## src/rtl/ramin_loader.sv

```systemverilog
// ramin_loader: streams coefficient pairs into the NTT input RAM
// with a single modulo-q correction and a pass-through of read addresses.
module ramin_loader #(
   parameter int Q    = 3329,
   parameter int AWID = 8
) (
   input  logic            i_clk,
   input  logic            i_rst,
   input  logic            i_start,
   input  logic            i_release,
   input  logic [31:0]     i_in_data,
   input  logic            i_in_valid,
   output logic            o_in_ready,
   input  logic [AWID-1:0] i_ntt_addr_a,
   input  logic [AWID-1:0] i_ntt_addr_b,
   output logic [AWID-1:0] o_ram_addr_a,
   output logic [AWID-1:0] o_ram_addr_b,
   output logic [15:0]     o_ram_din_a,
   output logic [15:0]     o_ram_din_b,
   output logic            o_ram_we1,
   output logic            o_ram_we2,
   output logic            o_full,
   output logic            o_done,
   output logic            o_err
);

   localparam int WW = AWID - 1;

   localparam logic [15:0] QV  = 16'(Q);
   localparam logic [15:0] Q2V = 16'(2 * Q);

   localparam logic [1:0] S_IDLE = 2'd0;
   localparam logic [1:0] S_LOAD = 2'd1;
   localparam logic [1:0] S_FULL = 2'd2;

   logic [1:0]      r_state;
   logic [WW-1:0]   r_wcnt;
   logic            r_we;
   logic [AWID-1:0] r_addr_a;
   logic [AWID-1:0] r_addr_b;
   logic [15:0]     r_din_a;
   logic [15:0]     r_din_b;
   logic            r_done;
   logic            r_err;

   logic            w_load;
   logic            w_accept;
   logic            w_wr;
   logic            w_last;
   logic [15:0]     w_lo;
   logic [15:0]     w_hi;
   logic [15:0]     w_red_lo;
   logic [15:0]     w_red_hi;
   logic            w_big;

   // Handshake decode and one-step modular correction of both halves
   always_comb begin
      w_load   = (r_state == S_LOAD);
      w_accept = w_load && i_in_valid;
      w_wr     = w_accept && !i_start;
      w_last   = (r_wcnt == {WW{1'b1}});
      w_lo     = i_in_data[15:0];
      w_hi     = i_in_data[31:16];
      w_red_lo = (w_lo >= QV) ? (w_lo - QV) : w_lo;
      w_red_hi = (w_hi >= QV) ? (w_hi - QV) : w_hi;
      w_big    = (w_lo >= Q2V) || (w_hi >= Q2V);
   end

   // Control FSM and word counter; start always re-arms from word 0
   always_ff @(posedge i_clk or negedge i_rst) begin
      if (!i_rst) begin
         r_state <= S_IDLE;
         r_wcnt  <= '0;
      end else begin
         case (r_state)
            S_IDLE: begin
               if (i_start) begin
                  r_state <= S_LOAD;
                  r_wcnt  <= '0;
               end
            end
            S_LOAD: begin
               if (i_start) begin
                  r_wcnt <= '0;
               end else if (i_in_valid) begin
                  r_wcnt <= r_wcnt + 1'b1;
                  if (w_last) begin
                     r_state <= S_FULL;
                  end
               end
            end
            S_FULL: begin
               if (i_start) begin
                  r_state <= S_LOAD;
                  r_wcnt  <= '0;
               end else if (i_release) begin
                  r_state <= S_IDLE;
               end
            end
            default: begin
               r_state <= S_IDLE;
               r_wcnt  <= '0;
            end
         endcase
      end
   end

   // Write strobe: exactly one write cycle per accepted word
   always_ff @(posedge i_clk or negedge i_rst) begin
      if (!i_rst) begin
         r_we <= 1'b0;
      end else begin
         r_we <= w_wr;
      end
   end

   // Write address/data capture; data holds when nothing is written
   always_ff @(posedge i_clk or negedge i_rst) begin
      if (!i_rst) begin
         r_addr_a <= '0;
         r_addr_b <= '0;
         r_din_a  <= '0;
         r_din_b  <= '0;
      end else if (w_wr) begin
         r_addr_a <= {r_wcnt, 1'b0};
         r_addr_b <= {r_wcnt, 1'b1};
         r_din_a  <= w_red_lo;
         r_din_b  <= w_red_hi;
      end
   end

   // Completion pulse lines up with the final write cycle
   always_ff @(posedge i_clk or negedge i_rst) begin
      if (!i_rst) begin
         r_done <= 1'b0;
      end else begin
         r_done <= w_wr && w_last;
      end
   end

   // Sticky out-of-range flag, cleared by a new start
   always_ff @(posedge i_clk or negedge i_rst) begin
      if (!i_rst) begin
         r_err <= 1'b0;
      end else if (i_start) begin
         r_err <= 1'b0;
      end else if (w_wr && w_big) begin
         r_err <= 1'b1;
      end
   end

   // RAM port drive: write path while writing, consumer addresses otherwise
   always_comb begin
      o_ram_addr_a = r_we ? r_addr_a : i_ntt_addr_a;
      o_ram_addr_b = r_we ? r_addr_b : i_ntt_addr_b;
      o_ram_din_a  = r_din_a;
      o_ram_din_b  = r_din_b;
      o_ram_we1    = r_we;
      o_ram_we2    = r_we;
      o_in_ready   = w_load;
      o_full       = (r_state == S_FULL);
      o_done       = r_done;
      o_err        = r_err;
   end

endmodule

```

## config.mk

```make
export PLATFORM = sky130hd
export DESIGN_NAME = ramin_loader
export DESIGN_NICKNAME = d
export VERILOG_FILES = /design/src/rtl/ramin_loader.sv
export SDC_FILE = /design/constraint.sdc
export NUM_CORES = 1
export LEC_CHECK = 0
export BUFFER_PORTS_ARGS = -buffer_cell sky130_fd_sc_hd__buf_2
export CORE_AREA = 2 2 82 84
export CTS_BUF_LIST = sky130_fd_sc_hd__clkbuf_8
export DETAILED_ROUTE_END_ITERATION = 16
export DIE_AREA = 0 0 84 86
export PLACE_DENSITY = 0.8
export SYNTH_ARGS = -nofsm -noshare
export SYNTH_HDL_FRONTEND = slang
export SYNTH_SLANG_ARGS = --single-unit
```

## constraint.sdc

```tcl
create_clock -name i_clk -period 2.26 [get_ports i_clk]
set_clock_uncertainty 0.2 [all_clocks]
set_input_delay 0.113 -clock i_clk [delete_from_list [all_inputs] [get_ports i_clk]]
set_output_delay 0.113 -clock i_clk [all_outputs]
set_load 0.05 [all_outputs]
```

Word-level counts from Yosys, hierarchy flattened --
Index checks and enable logic that the tools add are counted.
Storage, ports and cells: flip-flop bits (word level) 59, output and inout port bits 54, input port bits 53, logic and storage cells 54
Operators by class: add/sub/neg operators 3, reduce and logical (&&, ||, !) cells 11, equality and inequality tests 10, multiplexer cells 17, magnitude comparators 4
Operators with widths (number):
- >= comparator 16 x 12 -> 1 bit, second input constant | 2
- >= comparator 16 x 13 -> 1 bit, second input constant | 2
- 2-to-1 mux 16 bit | 2
- subtractor 16 x 12 -> 16 bit, second input constant | 2
- 2-to-1 mux 7 bit | 3
- 2-to-1 mux 8 bit | 2
- case mux 7 bit (2 select lines) | 1
- 2-to-1 mux 2 bit | 6
- adder 7 x 1 -> 7 bit, second input constant | 1
- == test 7 bit, second input constant | 1
- inequality test 2 bit, second input constant | 3
- inequality test 3 bit, second input constant | 2
- case mux 2 bit (3 select lines) | 1
- AND reduction 5 bit | 1
- logical AND 1 bit | 4
- inequality test 2 x 1 -> 1 bit, second input constant | 2
- == test 2 x 1 -> 1 bit, second input constant | 1
- == test 2 bit, second input constant | 1
- logical NOT 2 bit | 1
- 2-to-1 mux 1 bit | 2
- AND reduction 2 bit | 1
- nonzero test 2 bit | 1
- OR reduction 2 bit | 1
- logical NOT 1 bit | 1
- logical OR 1 bit | 1

Depth between registers and ports, before layout --
word-level depth 6, mapped depth 9, gate-level depth less buffers 7

Worst setup path before layout --
OpenSTA, ideal clock, no wires.
path kind reg-to-output, start point register r_we (netlist: o_ram_we1), end point output port o_ram_addr_b[3], stages on the path, launching flop included 3, required time 1.947 ns, path buffers 1, slack -0.031 ns, arrival 1.978 ns, cells stage by stage dfrtp_1 -> clkbuf_1 -> o21ai_0
Between the ends: word-level cells in the longest chain between the ends 1
RTL lines:
- from (decl) | RTL line 38 | logic r_we;
- from (signal assigned) | RTL line 113 | r_we <= w_wr;
- 2-to-1 mux 8 bit | RTL line 155 | o_ram_addr_b = r_we ? r_addr_b : i_ntt_addr_b;
- to (decl) | RTL line 17 | output logic [AWID-1:0] o_ram_addr_b,
Every way passes these cells.

Worst setup path after layout --
start point input port i_in_data[3], end point register r_din_a[15] (netlist: o_ram_din_a[15])
Between the ends: word-level cells in the longest chain between the ends 2, elaborated cells on any way between the ends 3, classes of those cells add/sub: 1; order compare: 1; mux: 1
RTL lines:
- from (decl) | RTL line 11 | input logic [31:0] i_in_data,
- subtractor 16 x 12 -> 16 bit / >= comparator 16 x 12 -> 1 bit (equally long branches) | RTL line 64 | w_red_lo = (w_lo >= QV) ? (w_lo - QV) : w_lo;
- 2-to-1 mux 16 bit (*) | RTL line 64
- to (signal assigned) | RTL line 127 | r_din_a <= w_red_lo;
- to (decl) | RTL line 41 | logic [15:0] r_din_a;
Mark *: on every way between the ends. The rest lies on a longest branch, timed or not. A chain may end at the register's enable or synchronous reset.

==> metrics.cfg <==
[synth]
synth_top_family_by_area = simple AND/OR/NAND/NOR gates
synth_seq_area_share_pct = 40.72
postSynthCellCount = 388
async_reset_ff_share_pct = 100.0
synth-seq-cells = 52
synth.avg_cell_area_um2 = 8.236
synth_mux_area_share_pct = 0.7048
yosysWarnings = 0
synth_compound_area_share_pct = 19.42
synth_ff_type = dfrtp_1
synth_cell_types = 51
syn_nets = 448
netlist_area_um2 = 3196
synth-edff-count = 0
synth-simple-area-share_pct = 24.75
yosys.area_share.adder_pct = 2.741
synth_xor_area_share_pct = 5.756

[critical_path]
path_max_fanout = 5
path_depth = 8
worstSetupPathType = in -> reg
cp.required_ns = 2.29
rrSetupSlack_ns = 0.25
critPathCapture = o_ram_din_a[15]
critical_path.top_delay_family = simple AND/OR/NAND/NOR gates
startpoint_type = input pin
worst_r2r_endpoint = o_ram_din_a[11]
timing.rr.start = r_state[1]
cp_num_buf_inv = 3
cpPeakStageDelay_ns = 0.53
worst_path_max_delay_cell = dlygate4sd3_1
critPathCaptureType = register
crit_arrival_ns = 2.21
r2r_cells = 7
startpoint = i_in_data[3]
path_cells = dlygate4sd3_1, buf_2, nor4_4, buf_4, and3b_1, nor3_1, or4_1, a31oi_1

[finish]
multi_input_area_um2 = 1717
nFillCells = 533
area_growth_pct = 30.42
final_cells = 594
layout-drive-gt1-share_pct = 26.50
antenna_cells = 0
num-nets-final = 576
fin_util_pct = 66.39
final_cell_mix = 106 x buf_2, 67 x nand2_1, 52 x dfrtp_1, 48 x o21ai_0, 28 x inv_1
regArea_um2 = 1301
final_common_cell = buf_2

[floorplanning]
fp.dieH_um = 86
die_w_um = 84
die-area_um2 = 7224
rows = 29
core_um2 = 6277
start_util_pct = 50.91
io_pins = 107

[hold_path]
hp-class = in -> reg
hp-start = i_in_data[22]

[sta]
tightest_slew_ns = 0.7657
maxSlewHeadroom_pct = 48.95
timing.fmax_mhz = 458.0
rsz0062_at_grt = true
tns_ns = 0
slew_violations = 0
hold_viol = 0
period_share_pct = 96.61
finalCriticalPeriod_ns = 2.183
setup_violations = 0

[cts]
clk_pin_slew_ns = 0.09
cts_buffer_depth = 2
clock_sinks = 52
cts_tree = built
clk_latency_ns = 0.30
ctsHtreeMaxLevel = 2
cts-root-buf = clkbuf_8
cts_buffers = 5

[placed_design]
gp_congestion = 0.8919
port_buffers = 106
dp_hpwl_um = 6140
post-place-cells = 561

[global_route]
antenna_found_initial = 0
grt_pass1_wl_um = 14030
grt_pass1_vias = 3111
gr-total-overflow = 0
grt_util_all_layers_pct = 23.49
grt_max_degree = 36

[routing]
dr.pass1.iters = 5
route.vias.total = 3257
wl_um = 8333
post-route-drc-count = 0
wire_per_inst_um = 14.03
via_per_inst = 5.483
drtIter0Drc = 204
ant_nets = 0

[outcome]
status = finished, final reports clean

[power_and_ir_drop]
vdd_drop_max_mv = 0.4016
leakagePower_nw = 2.030
power_mw = 2.615
power_density_nw_per_um2 = 627.5

[job]
drv_cap = 0

routing by layer:
metal | wire length (um) | GRT usage (%) | part of all wire (%)
met1 | 3479 | 29.14 | 42
met5 | 0 | 0 | 0
met4 | 162 | 6.452 | 1.9
met2 | 4160 | 42.33 | 50
met3 | 530 | 4.139 | 6.4
power breakdown:
group / switching (mW) / internal, mW
clock network: 0.288 / 0.241
registers: 0.0714 / 1.04
logic: 0.719 / 0.258
area by class of cell:
cell class / count / share of cell area (%)
Sequential cell: 52 / 31.22
Tap cell: 77 / 2.312
Multi-Input combinational cell: 288 / 41.19
Inverter: 26 / 2.342
Clock buffer: 6 / 1.981
Timing Repair Buffer: 143 / 20.77
Clock inverter: 2 / 0.1801
Yosys cell counts (7+ instances only):
library cell | number | area (um^2)
nand2_1 | 67 | 251.5
o21ai_0 | 55 | 275.3
dfrtp_1 | 52 | 1301
inv_1 | 26 | 97.59
nor2_1 | 20 | 75.07
a21oi_1 | 18 | 90.09
clkbuf_1 | 16 | 60.06
nand3_1 | 14 | 70.07
xor2_1 | 12 | 105.1
nor3_1 | 10 | 50.05
xnor2_1 | 9 | 78.83
o211ai_1 | 8 | 60.06
or4_1 | 8 | 60.06
a31oi_1 | 7 | 43.79
ha_1 | 7 | 87.58
through the flow:
stage	setup WS [ns]	cell area (um^2)	hold WS, ns
3_5_place_dp	0.02374	3821	0.03317
3_3_place_gp	0.1536	3821	0.02081
2_1_floorplan	-0.03052	3196	-0.3826
4_1_cts	0.08494	4141	0.002368
5_1_grt	-0.01003	4168	0.01271
6_report	0.07669	4168	0.0002612
kinds of logic (layout without fill, tap and decap cells):
family          after synthesis  count (layout)
buf+inv                      48             177
xor+xnor                     21              21
flops                        52              52
compound gates              106             106
simple gates                152             152
fa+ha+maj                     7               7
mux                           2               2
worst reg2reg max path, cell delays in order, from the launching register on:
cell	delay (ns)
dfrtp_1	0.38
nand2b_1	0.21
inv_1	0.13
nand3b_1	0.14
buf_4	0.25
nor2_1	0.10
or4b_1	0.44
nand3_1	0.10
flip-flops by register name (all words and copies together), names as in the netlist:
register,flops
o_err,1
o_done,1
o_ram_din_a,16
r_state,2
o_ram_we1,1
o_ram_din_b,16
r_addr_b,8
r_wcnt,7
how the worst min path moves through the flow:
| stage | end | slack [ns] | depth (start not counted) |
|---|---|---|---|
| after floorplan | o_done | -0.38 | 0 |
| after global placement | o_ram_din_b[14] | 0.02 | 1 |
| after detailed placement | o_ram_din_b[14] | 0.03 | 1 |
| after CTS | o_ram_din_b[6] | 0.002 | 3 |
| after global routing | o_ram_din_b[6] | 0.01 | 3 |
| final | o_ram_din_b[6] | 0.0003 | 3 |
what timing repair did:
action | 4_1_cts | 5_1_grt
endpoints found under the setup margin | 0 | 4
resized for setup | 0 | 3
hold buffers | 23 | 0
hold endpoints to repair | 61 | 0
setup buffers | 0 | 2
No activity file was read; power rests on OpenSTA's default activity.
